## src/rtl/axis_cpu_loader_if.sv

```systemverilog
// axis_cpu_loader_if: program stream, CPU command stream and CPU response stream
interface axis_cpu_loader_if;
  logic [31:0] prog_TDATA;
  logic        prog_TVALID;
  logic        prog_TREADY;
  logic        prog_TLAST;
  logic [31:0] cmd_out_TDATA;
  logic        cmd_out_TVALID;
  logic [31:0] rsp_in_TDATA;
  logic        rsp_in_TVALID;
  modport master (
    input  prog_TDATA, prog_TVALID, prog_TLAST, rsp_in_TDATA, rsp_in_TVALID,
    output prog_TREADY, cmd_out_TDATA, cmd_out_TVALID
  );
  modport slave (
    output prog_TDATA, prog_TVALID, prog_TLAST, rsp_in_TDATA, rsp_in_TVALID,
    input  prog_TREADY, cmd_out_TDATA, cmd_out_TVALID
  );
endinterface

```

## src/rtl/axis_cpu_loader.sv

```systemverilog
// axis_cpu_loader: streams a program image into the CPU via acknowledged register writes
module axis_cpu_loader #(
  parameter int CODE_ADDR_WIDTH = 10,
  parameter int ACK_TIMEOUT     = 255
) (
  input  logic                     clk,
  input  logic                     rst,
  input  logic                     start,
  axis_cpu_loader_if.master        bus,
  output logic                     busy,
  output logic                     done,
  output logic                     err,
  output logic [1:0]               err_code,
  output logic [CODE_ADDR_WIDTH:0] inst_count
);
  localparam int TW = $clog2(ACK_TIMEOUT + 1);
  localparam logic [TW-1:0] TLAST_CYC = TW'(ACK_TIMEOUT - 1);
  localparam logic [CODE_ADDR_WIDTH:0] MAXN = {1'b1, {CODE_ADDR_WIDTH{1'b0}}};
  typedef enum logic [3:0] {IDLE, SETHOLD, SETADDR, FETCH, SETINST, RELEASE, WAIT_ACK, DONE, ERR} state_t;
  state_t state, nxt, kind;
  logic ph, send, ack, tmo, full, last;
  logic [7:0] tag, rg;
  logic [TW-1:0] timer;
  logic [31:0] word, dat;
  logic unused;
  assign unused = ^bus.rsp_in_TDATA[15:0];
  // decode acks, build command beats and choose the next state
  always_comb begin
    send = state inside {SETHOLD, SETADDR, SETINST, RELEASE};
    ack = bus.rsp_in_TVALID && bus.rsp_in_TDATA[31:24] == 8'hAC && bus.rsp_in_TDATA[23:16] == tag;
    tmo = timer == TLAST_CYC;
    full = inst_count == MAXN;
    rg = state == SETADDR ? 8'h01 : state == SETINST ? 8'h02 : 8'h00;
    dat = state == SETHOLD ? 32'h1 : state == SETINST ? word : 32'h0;
    bus.cmd_out_TVALID = send;
    bus.cmd_out_TDATA = !send ? 32'h0 : ph ? dat : {8'hA5, tag, 8'h00, rg};
    bus.prog_TREADY = state == FETCH && !full;
    nxt = state;
    case (state)
      IDLE: nxt = start ? SETHOLD : IDLE;
      SETHOLD, SETADDR, SETINST, RELEASE: nxt = ph ? WAIT_ACK : state;
      FETCH: nxt = !bus.prog_TVALID ? FETCH : full ? ERR : SETINST;
      WAIT_ACK: nxt = ack ? (kind == SETHOLD ? SETADDR :
                             kind == SETADDR ? FETCH :
                             kind == SETINST ? (last ? RELEASE : FETCH) : DONE)
                          : tmo ? ERR : WAIT_ACK;
      default: nxt = IDLE;
    endcase
  end
  // state register
  always_ff @(posedge clk or posedge rst)
    if (rst) state <= IDLE;
    else state <= nxt;
  // beat phase, ack timer, captured beat and the write awaiting its ack
  always_ff @(posedge clk or posedge rst)
    if (rst) begin
      ph <= 1'b0;
      timer <= '0;
      kind <= IDLE;
      word <= '0;
      last <= 1'b0;
    end else begin
      ph <= send && !ph;
      timer <= state == WAIT_ACK ? timer + TW'(1) : '0;
      if (send) kind <= state;
      if (bus.prog_TVALID && bus.prog_TREADY) begin
        word <= bus.prog_TDATA;
        last <= bus.prog_TLAST;
      end
    end
  // tag sequencing and load status
  always_ff @(posedge clk or posedge rst)
    if (rst) begin
      tag <= '0;
      busy <= 1'b0;
      done <= 1'b0;
      err <= 1'b0;
      err_code <= 2'b00;
      inst_count <= '0;
    end else begin
      if (state == IDLE && start) begin
        busy <= 1'b1;
        done <= 1'b0;
        err <= 1'b0;
        err_code <= 2'b00;
        inst_count <= '0;
      end
      if (state == WAIT_ACK && ack) tag <= tag + 8'd1;
      if (state == WAIT_ACK && ack && kind == SETINST) inst_count <= inst_count + (CODE_ADDR_WIDTH + 1)'(1);
      if (state == WAIT_ACK && !ack && tmo) err_code <= 2'b01;
      if (state == FETCH && bus.prog_TVALID && full) err_code <= 2'b10;
      if (state == DONE) begin
        done <= 1'b1;
        busy <= 1'b0;
      end
      if (state == ERR) begin
        err <= 1'b1;
        busy <= 1'b0;
      end
    end
endmodule

```

## src/flat_wrapper.sv

```systemverilog
// flat-port wrapper written by rule: the top's interface ports become plain ports
module axis_cpu_loader_flat 
#(
  parameter int CODE_ADDR_WIDTH = 10,
  parameter int ACK_TIMEOUT     = 255
)
  (clk, rst, start, busy, done, err, err_code, inst_count, bus_prog_TDATA, bus_prog_TVALID, bus_prog_TLAST, bus_rsp_in_TDATA, bus_rsp_in_TVALID, bus_prog_TREADY, bus_cmd_out_TDATA, bus_cmd_out_TVALID);
  axis_cpu_loader_if bus_i ();
  input  logic clk;
  input  logic rst;
  input  logic start;
  output logic busy;
  output logic done;
  output logic err;
  output logic [1:0] err_code;
  output logic [CODE_ADDR_WIDTH:0] inst_count;
  input wire logic [$bits(bus_i.prog_TDATA)-1:0] bus_prog_TDATA;
  input wire logic [$bits(bus_i.prog_TVALID)-1:0] bus_prog_TVALID;
  input wire logic [$bits(bus_i.prog_TLAST)-1:0] bus_prog_TLAST;
  input wire logic [$bits(bus_i.rsp_in_TDATA)-1:0] bus_rsp_in_TDATA;
  input wire logic [$bits(bus_i.rsp_in_TVALID)-1:0] bus_rsp_in_TVALID;
  output wire logic [$bits(bus_i.prog_TREADY)-1:0] bus_prog_TREADY;
  output wire logic [$bits(bus_i.cmd_out_TDATA)-1:0] bus_cmd_out_TDATA;
  output wire logic [$bits(bus_i.cmd_out_TVALID)-1:0] bus_cmd_out_TVALID;
  assign bus_i.prog_TDATA = bus_prog_TDATA;
  assign bus_i.prog_TVALID = bus_prog_TVALID;
  assign bus_i.prog_TLAST = bus_prog_TLAST;
  assign bus_i.rsp_in_TDATA = bus_rsp_in_TDATA;
  assign bus_i.rsp_in_TVALID = bus_rsp_in_TVALID;
  assign bus_prog_TREADY = bus_i.prog_TREADY;
  assign bus_cmd_out_TDATA = bus_i.cmd_out_TDATA;
  assign bus_cmd_out_TVALID = bus_i.cmd_out_TVALID;
  axis_cpu_loader #(.CODE_ADDR_WIDTH(CODE_ADDR_WIDTH), .ACK_TIMEOUT(ACK_TIMEOUT)) u_core (.clk(clk), .rst(rst), .start(start), .bus(bus_i), .busy(busy), .done(done), .err(err), .err_code(err_code), .inst_count(inst_count));
endmodule
```

## config.mk

```make
export PLATFORM = sky130hd
export DESIGN_NAME = axis_cpu_loader_flat
export DESIGN_NICKNAME = d
export VERILOG_FILES = /design/src/rtl/axis_cpu_loader_if.sv /design/src/rtl/axis_cpu_loader.sv /design/src/flat_wrapper.sv
export SDC_FILE = /design/constraint.sdc
export NUM_CORES = 1
export LEC_CHECK = 0
export CORE_MARGIN = 4
export CORE_UTILIZATION = 41
export DETAILED_ROUTE_END_ITERATION = 8
export GPL_ROUTABILITY_DRIVEN = 0
export PLACE_DENSITY = 0.75
export SLEW_MARGIN = 20
export SYNTH_ARGS = -nofsm -noshare
export SYNTH_HDL_FRONTEND = slang
export SYNTH_SLANG_ARGS = --single-unit
```

## constraint.sdc

```tcl
create_clock -name clk -period 2.3 [get_ports clk]
set_input_delay 0.46 -clock clk [delete_from_list [all_inputs] [get_ports clk]]
set_output_delay 0.46 -clock clk [all_outputs]
set_load 0.01 [all_outputs]
```

==> flow_summary_export.csv, run 1 <==
group,metric,value,unit
critical_path,cp-end-kind,"primary output",
run_status,outcome,"finished, violations left",
synthesis,synth.top_cell.area_share,48.5,%
synthesis,synth_nets,429,
synthesis,synth_largest_area_cell,"dfrtp_1",
cts,cts_sinks,74,
hold_path,hold_class,"reg -> reg",
drt,drt_pre_antenna_iters,4,
timing,hold_viol_final,0,
hold_path,worstHoldStart,"u_core.word[6]$_DFFE_PP0P_",
critical_path,reg2reg_slack,40,ps
grt,grt_start_max_net_pins,75,
grt,grtUsageMet1,25.0,%
power_and_ir_drop,p_per_area,1010,nW/um^2
final_layout,fin_cells,622,
synthesis,synth_edf_count,0,
grt,grt_pass1_wl,17000,microns
synthesis,synth_area_leaders,"dfrtp_1 49%, mux2_2 9.4%, and3_1 3.8%, xnor2_1 3.7%, nand2_1 2.4%",
final_layout,final_nets,584,
critical_path,cp_data_arrival_time,1920,ps
run_status,violations,"negative setup slack",
synthesis,ys_seq_area_share,48.5,%
timing,final-setup-viol-count,16,
grt,met2_usage,31.4,%
hold_path,holdPathStages,1,
final_layout,seq_area,1850,sq um
drt,wl,10300,microns
timing,skew,10.4,ps
placement,place_hpwl,7100,microns
floorplan,start_util,42.9,%
cts,cts_tree,"yes",
timing,period_needed,2380,ps
grt,grt_busiest_layer,"met2",
critical_path,path_common_cell,"buf_4",
critical_path,crit_family,"buffers and inverters",
timing,final.period_utilization,103,%
placement,dp_cells,587,
critical_path,critPathLaunchType,"flip-flop",
critical_path,worst_path_largest_cell_delay,410,ps
grt,globalRouteMet3Util,3.66,%
cts,hold_buffers,0,
final_layout,antenna_cells,0,
placement,postPlaceCellArea,5240,sq um
critical_path,path_class,"reg -> out",
drt,first_iter_violations,139,
final_layout,postLayoutCoreUtil,63.2,%
synthesis,synth_most_common_cell,"dfrtp_1",
timing,clock.fmax,0.421,GHz
grt,grt_pass1_vias,3505,
power_and_ir_drop,ir_worst_vdd,0.682,mV
floorplan,core_area,8890,sq um
job,cap_violations,0,
floorplan,die_w,104,microns
critical_path,r2r_start,"u_core.state[0]$_DFFE_PP0P_",
synthesis,avgSynthCellArea,10.8,sq um
drt,drc,0,
timing,worstMarginPinSlew,391,ps
final_layout,fillers,694,
synthesis,yosysWarnings,0,
timing,worst_slack,-75.0,ps
critical_path,critPathBufInv,5,
timing,drv_slew,0,
critical_path,reg2reg_depth,7,
final_layout,multi_input_area,1920,sq um
synthesis,synth_common_cells,"74 x dfrtp_1, 32 x mux2_2, 24 x nand2_1, 23 x and3_1, 21 x nor2_1",
synthesis,yosys_most_used_dff,"dfrtp_1",
timing,rsz0062_at_grt,"yes",
placement,io_buffer_count,103,
power_and_ir_drop,leakagePower,2.63,nW
floorplan,num_io_pins,120,
synthesis,ys_types,56,
drt,wl_per_cell,16.5,microns
synthesis,async_flop_share,100,%
cts,numCtsBuffers,9,
floorplan,rows,34,
timing,finalSetupTns,-649,ps
synthesis,syn_inst,354,
timing,slew_headroom,74.0,%
drt,vias,3371,
cts,clkLatencyLatePin,350,ps
final_layout,drive_gt1_share,33.7,%
critical_path,rr_endpoint,"u_core.inst_count[10]$_DFFE_PP0P_",
synthesis,netlist_area,3810,sq um
final_layout,synthToLayoutAreaGrowth,47.2,%
critical_path,cp_max_fo,8,
drt,viasPerCell,5.42,
synthesis,synth-seq-cells,74,
drt,ant_nets,0,
grt,antenna_found_initial,0,
hold_path,min_to,"u_core.word[6]$_DFFE_PP0P_",
floorplan,dieArea,10900,sq um
cts,root_buffer,"clkbuf_8",
cts,clk_pin_slew,80,ps
final_layout,design_area,5620,sq um
grt,grt.overflow.total,0,
cts,h-tree-depth,3,
timing,hold_ws,505,ps
cts,clockBufferDepth,2,
grt,track_usage,19.0,%
critical_path,cp_cell_sequence,"inv_2 > nor4_4 > buf_4 > buf_4 > and2_1 > buf_6 > a22o_1 > buf_2",
critical_path,slowest_stage,"dfrtp_1",
critical_path,worstPathRequired,1840,ps
floorplan,die_h,104,microns
sequential cells by signal, summed over array words and instances, names as in the netlist, 2 cells and up:
register,cells
u_core.err_code,2
u_core.inst_count,11
u_core.kind,4
u_core.state,4
u_core.tag,8
u_core.timer,8
u_core.word,32
layer usage:
metal / wire length [microns] / up-vias
met5: 0 / -
met4: 170 / 0
met3: 545 / 13
met2: 4870 / 120
met1: 4690 / 1647
li1: - / 1591
worst max-delay path by stage:
stage | from | to | slack (ps) | cells after the start
after global placement | bus_rsp_in_TDATA[27] | u_core.inst_count[10]$_DFFE_PP0P_ | -300 | 7
after CTS | u_core.state[2]$_DFFE_PP0P_ | bus_cmd_out_TDATA[20] | -150 | 9
final | u_core.state[2]$_DFFE_PP0P_ | bus_cmd_out_TDATA[21] | -80 | 8
after floorplan | u_core.inst_count[0]$_DFFE_PP0P_ | u_core.word[19]$_DFFE_PP0P_ | 120 | 7
after detailed placement | bus_rsp_in_TDATA[27] | u_core.inst_count[10]$_DFFE_PP0P_ | -310 | 7
after global routing | u_core.state[2]$_DFFE_PP0P_ | bus_cmd_out_TDATA[26] | -140 | 9
stage by stage:
stage	power (mW)	setup slack, ps
CTS	5.67	-148
finish	5.69	-75.0
floorplan	3.21	116
detailed placement	4.17	-307
global placement	4.10	-297
global route	6.04	-138
worst reg2reg max path: stages, from the launching register on:
cell	delay, ps
dfrtp_2	470
buf_4	180
and4bb_2	310
nand2_1	90
or4_4	450
buf_4	190
or3_1	360
a21oi_1	140
what timing repair did:
action / CTS / global route
pin swaps: 8 / 7
setup endpoints to repair: 35 / 57
cloned: 2 / 1
resized for setup: 122 / 30
setup buffers: 17 / 3
area by class of cell:
cell class                 count  share of cell area [%]
multi-input combinational    253                    34.1
sequential                    74                    33.0
timing repair buffer         162                    26.2
tap                          108                    2.41
clock buffer                   9                    2.21
clock inverter                 7                    1.36
inverter                       9                   0.713
report_power, final:
| part | total [mW] | internal [mW] | switching, mW |
|---|---|---|---|
| Clock | 1.03 | 0.508 | 0.526 |
| Sequential | 1.94 | 1.68 | 0.267 |
| Combinational | 2.71 | 1.48 | 1.23 |
| Total | 5.69 | 3.67 | 2.02 |
placed cells by master, fill, tap and decap left out, types with 6 or more instances in the layout:
cell type,n
nand2_1,24
buf_6,12
clkdlybuf4s15_2,10
clkbuf_2,9
inv_1,6
nand4_1,7
a22o_1,10
o21ai_0,12
mux2_2,32
a21o_1,7
buf_2,14
clkdlybuf4s50_1,69
dfrtp_1,72
and3_1,23
clkbuf_8,9
nand3_1,16
nor2_1,20
buf_4,44
xnor2_1,15
xor2_1,7
a21oi_1,11
kinds of logic (layout without fill, tap and decap cells):
logic type / Yosys count / in the layout / synth area share, %
AOI/OAI and AO/OA: 58 / 58 / 10.4
xor gates and xnor gates: 23 / 23 / 5.28
adders and majority gates: 5 / 5 / 1.64
buffers and inverters: 27 / 187 / 3.28
DFF: 74 / 74 / 48.5
muxes: 39 / 39 / 11.4
and+or+nand+nor: 128 / 128 / 19.5
No activity file was read; power rests on OpenSTA's default activity.
==> run 2: changes to the inputs <==
Settings changed: CORE_MARGIN 4 to unset.
==> run 2 against run 1 <==
The flow still finishes with violations (negative setup slack). First-iteration DRC count rose by 51%. Design area rose by 3.7%. Register-to-register slack about the same. Clock power is 4% higher. Critical path type unchanged. Critical endpoint is now bus_cmd_out_TDATA[19]. Highest routed layer unchanged.
==> flow_summary_export.csv, run 2 (synthesized netlist as in run 1, its figures left out) <==
group,metric,value,unit
critical_path,path_class,"reg -> out",
critical_path,cp_data_arrival_time,1990,ps
drt,vias,3563,
grt,grt_start_max_net_pins,75,
timing,skew,12.9,ps
final_layout,largest_reg_flops,32,
floorplan,die_h,98.5,microns
grt,grt_pass1_vias,3472,
critical_path,cp_max_fo,3,
final_layout,postLayoutCoreUtil,65.8,%
drt,ant_nets,0,
final_layout,drive_gt1_share,36.5,%
timing,rsz0062_at_grt,"yes",
power_and_ir_drop,p_per_area,1070,nW/um^2
drt,drc,0,
cts,clkLatencyLatePin,360,ps
drt,first_iter_violations,210,
hold_path,worstHoldStart,"u_core.err_code[0]$_DFFE_PP0P_",
floorplan,die_w,98.5,microns
hold_path,hold_class,"reg -> reg",
final_layout,synthToLayoutAreaGrowth,52.7,%
floorplan,rows,34,
cts,numCtsBuffers,9,
final_layout,reg_top3,"u_core.word (32), u_core.inst_count (11)",
drt,wl_per_cell,17.3,microns
run_status,violations,"negative setup slack",
cts,cts_tree,"yes",
final_layout,final_common_cell,"dfrtp_1",
job,cap_violations,0,
floorplan,start_util,43.1,%
cts,root_buffer,"clkbuf_8",
timing,clock.fmax,0.408,GHz
floorplan,dieArea,9690,sq um
final_layout,final_cell_mix,"72 x dfrtp_1, 69 x clkdlybuf4s50_1, 45 x buf_4",
floorplan,num_io_pins,120,
timing,drv_slew,0,
cts,h-tree-depth,3,
grt,grt_pass1_wl,17200,microns
final_layout,regMostFlops,"u_core.word",
critical_path,cp-end-kind,"primary output",
floorplan,core_area,8850,sq um
drt,drt_pre_antenna_iters,7,
critical_path,startpoint,"u_core.state[2]$_DFFE_PP0P_",
power_and_ir_drop,ir_worst_vdd,0.700,mV
critical_path,worstPathRequired,1840,ps
drt,wl,11000,microns
grt,antenna_found_initial,0,
cts,clockBufferDepth,2,
timing,finalSetupTns,-1020,ps
final_layout,final_nets,599,
cts,clk_pin_slew,80,ps
grt,track_usage,22.5,%
placement,dp_slack,-364,ps
timing,final-setup-viol-count,16,
timing,worst_slack,-149,ps
critical_path,critPathLaunchType,"flip-flop",
placement,place_hpwl,6920,microns
grt,grt.overflow.total,0,
placement,io_buffer_count,103,
final_layout,antenna_cells,0,
timing,slew_headroom,72.1,%
run_status,outcome,"finished, violations left",
final_layout,fillers,656,
timing,period_needed,2450,ps
timing,hold_viol_final,0,
critical_path,r2r_start,"u_core.state[3]$_DFFE_PP0P_",
timing,worstMarginPinSlew,418,ps
cts,cts_sinks,74,
timing,final.period_utilization,106,%
power_and_ir_drop,leakagePower,2.74,nW
drt,viasPerCell,5.59,
[run 2: cell count changes in the layout (fill, tap and decap cells not counted), sizes merged]
cell           delta
buf              +22
clkdlybuf4s15     -9
clkinv            -2
inv               +2
clkbuf            +1
dlygate4sd2       +1
[run 2: path summary, 6_finish.rpt]
kind	to	slack (ps)	cells after the start
setup / recovery	bus_cmd_out_TDATA[19]	-150	9
hold / removal	u_core.err_code[0]$_DFFE_PP0P_	500	2
min in group asynchronous	u_core.word[8]$_DFFE_PP0P_	540	3
max in group asynchronous	u_core.state[0]$_DFFE_PP0P_	1410	3
hold reg to reg	u_core.err_code[0]$_DFFE_PP0P_	500	2
setup reg to reg	u_core.inst_count[4]$_DFFE_PP0P_	30	7
[run 2: report_power, final]
part           leakage, nW  switching (mW)  internal, mW
clock               0.0988           0.550         0.520
combinational         1.66            1.44          1.77
sequential           0.979           0.272          1.68
total                 2.74            2.26          3.97
[run 2: what timing repair did]
action,in CTS,in global routing
pin swaps,4,18
gates resized for setup,125,66
cloned,3,2
hold buffers,0,0
endpoints found under the setup margin,34,48
setup buffers,22,8
[run 2: cell type report]
type | count | area (sq um) | share of cell area [%]
Sequential cell | 74 | 1850 | 31.8
Inverter | 9 | 40.0 | 0.687
Timing Repair Buffer | 177 | 1630 | 28.0
Multi-Input combinational cell | 253 | 1960 | 33.6
Clock inverter | 7 | 82.6 | 1.42
Tap cell | 108 | 135 | 2.32
Clock buffer | 9 | 124 | 2.13
[run 2: metrics by stage]
step	total power [mW]	instance area, sq um	hold WS [ps]	cells
6_report	6.23	5830	505	637
5_1_grt	6.56	5830	529	637
4_1_cts	5.79	5600	502	627
3_5_place_dp	4.19	5220	479	586
3_3_place_gp	4.11	5220	469	586
2_1_floorplan	3.21	3820	459	354
[run 2: worst max-delay path: stages (launching register included)]
cell     delay (ps)
dfrtp_1         410
buf_6           130
nor2_4          170
xnor2_4         160
nor3_4           70
buf_6           140
buf_6           110
buf_6           100
a22o_1          210
buf_2           140
[run 2: per-layer routing]
layer | up-vias | routed length, microns | track usage, % | share of wire (%)
li1 | 1615 | - | - | -
met1 | 1740 | 4470 | 29.2 | 40
met2 | 177 | 5550 | 38.1 | 50
met3 | 31 | 789 | 3.76 | 7.1
met4 | 0 | 229 | 8.27 | 2.1
met5 | - | 0 | 0 | 0
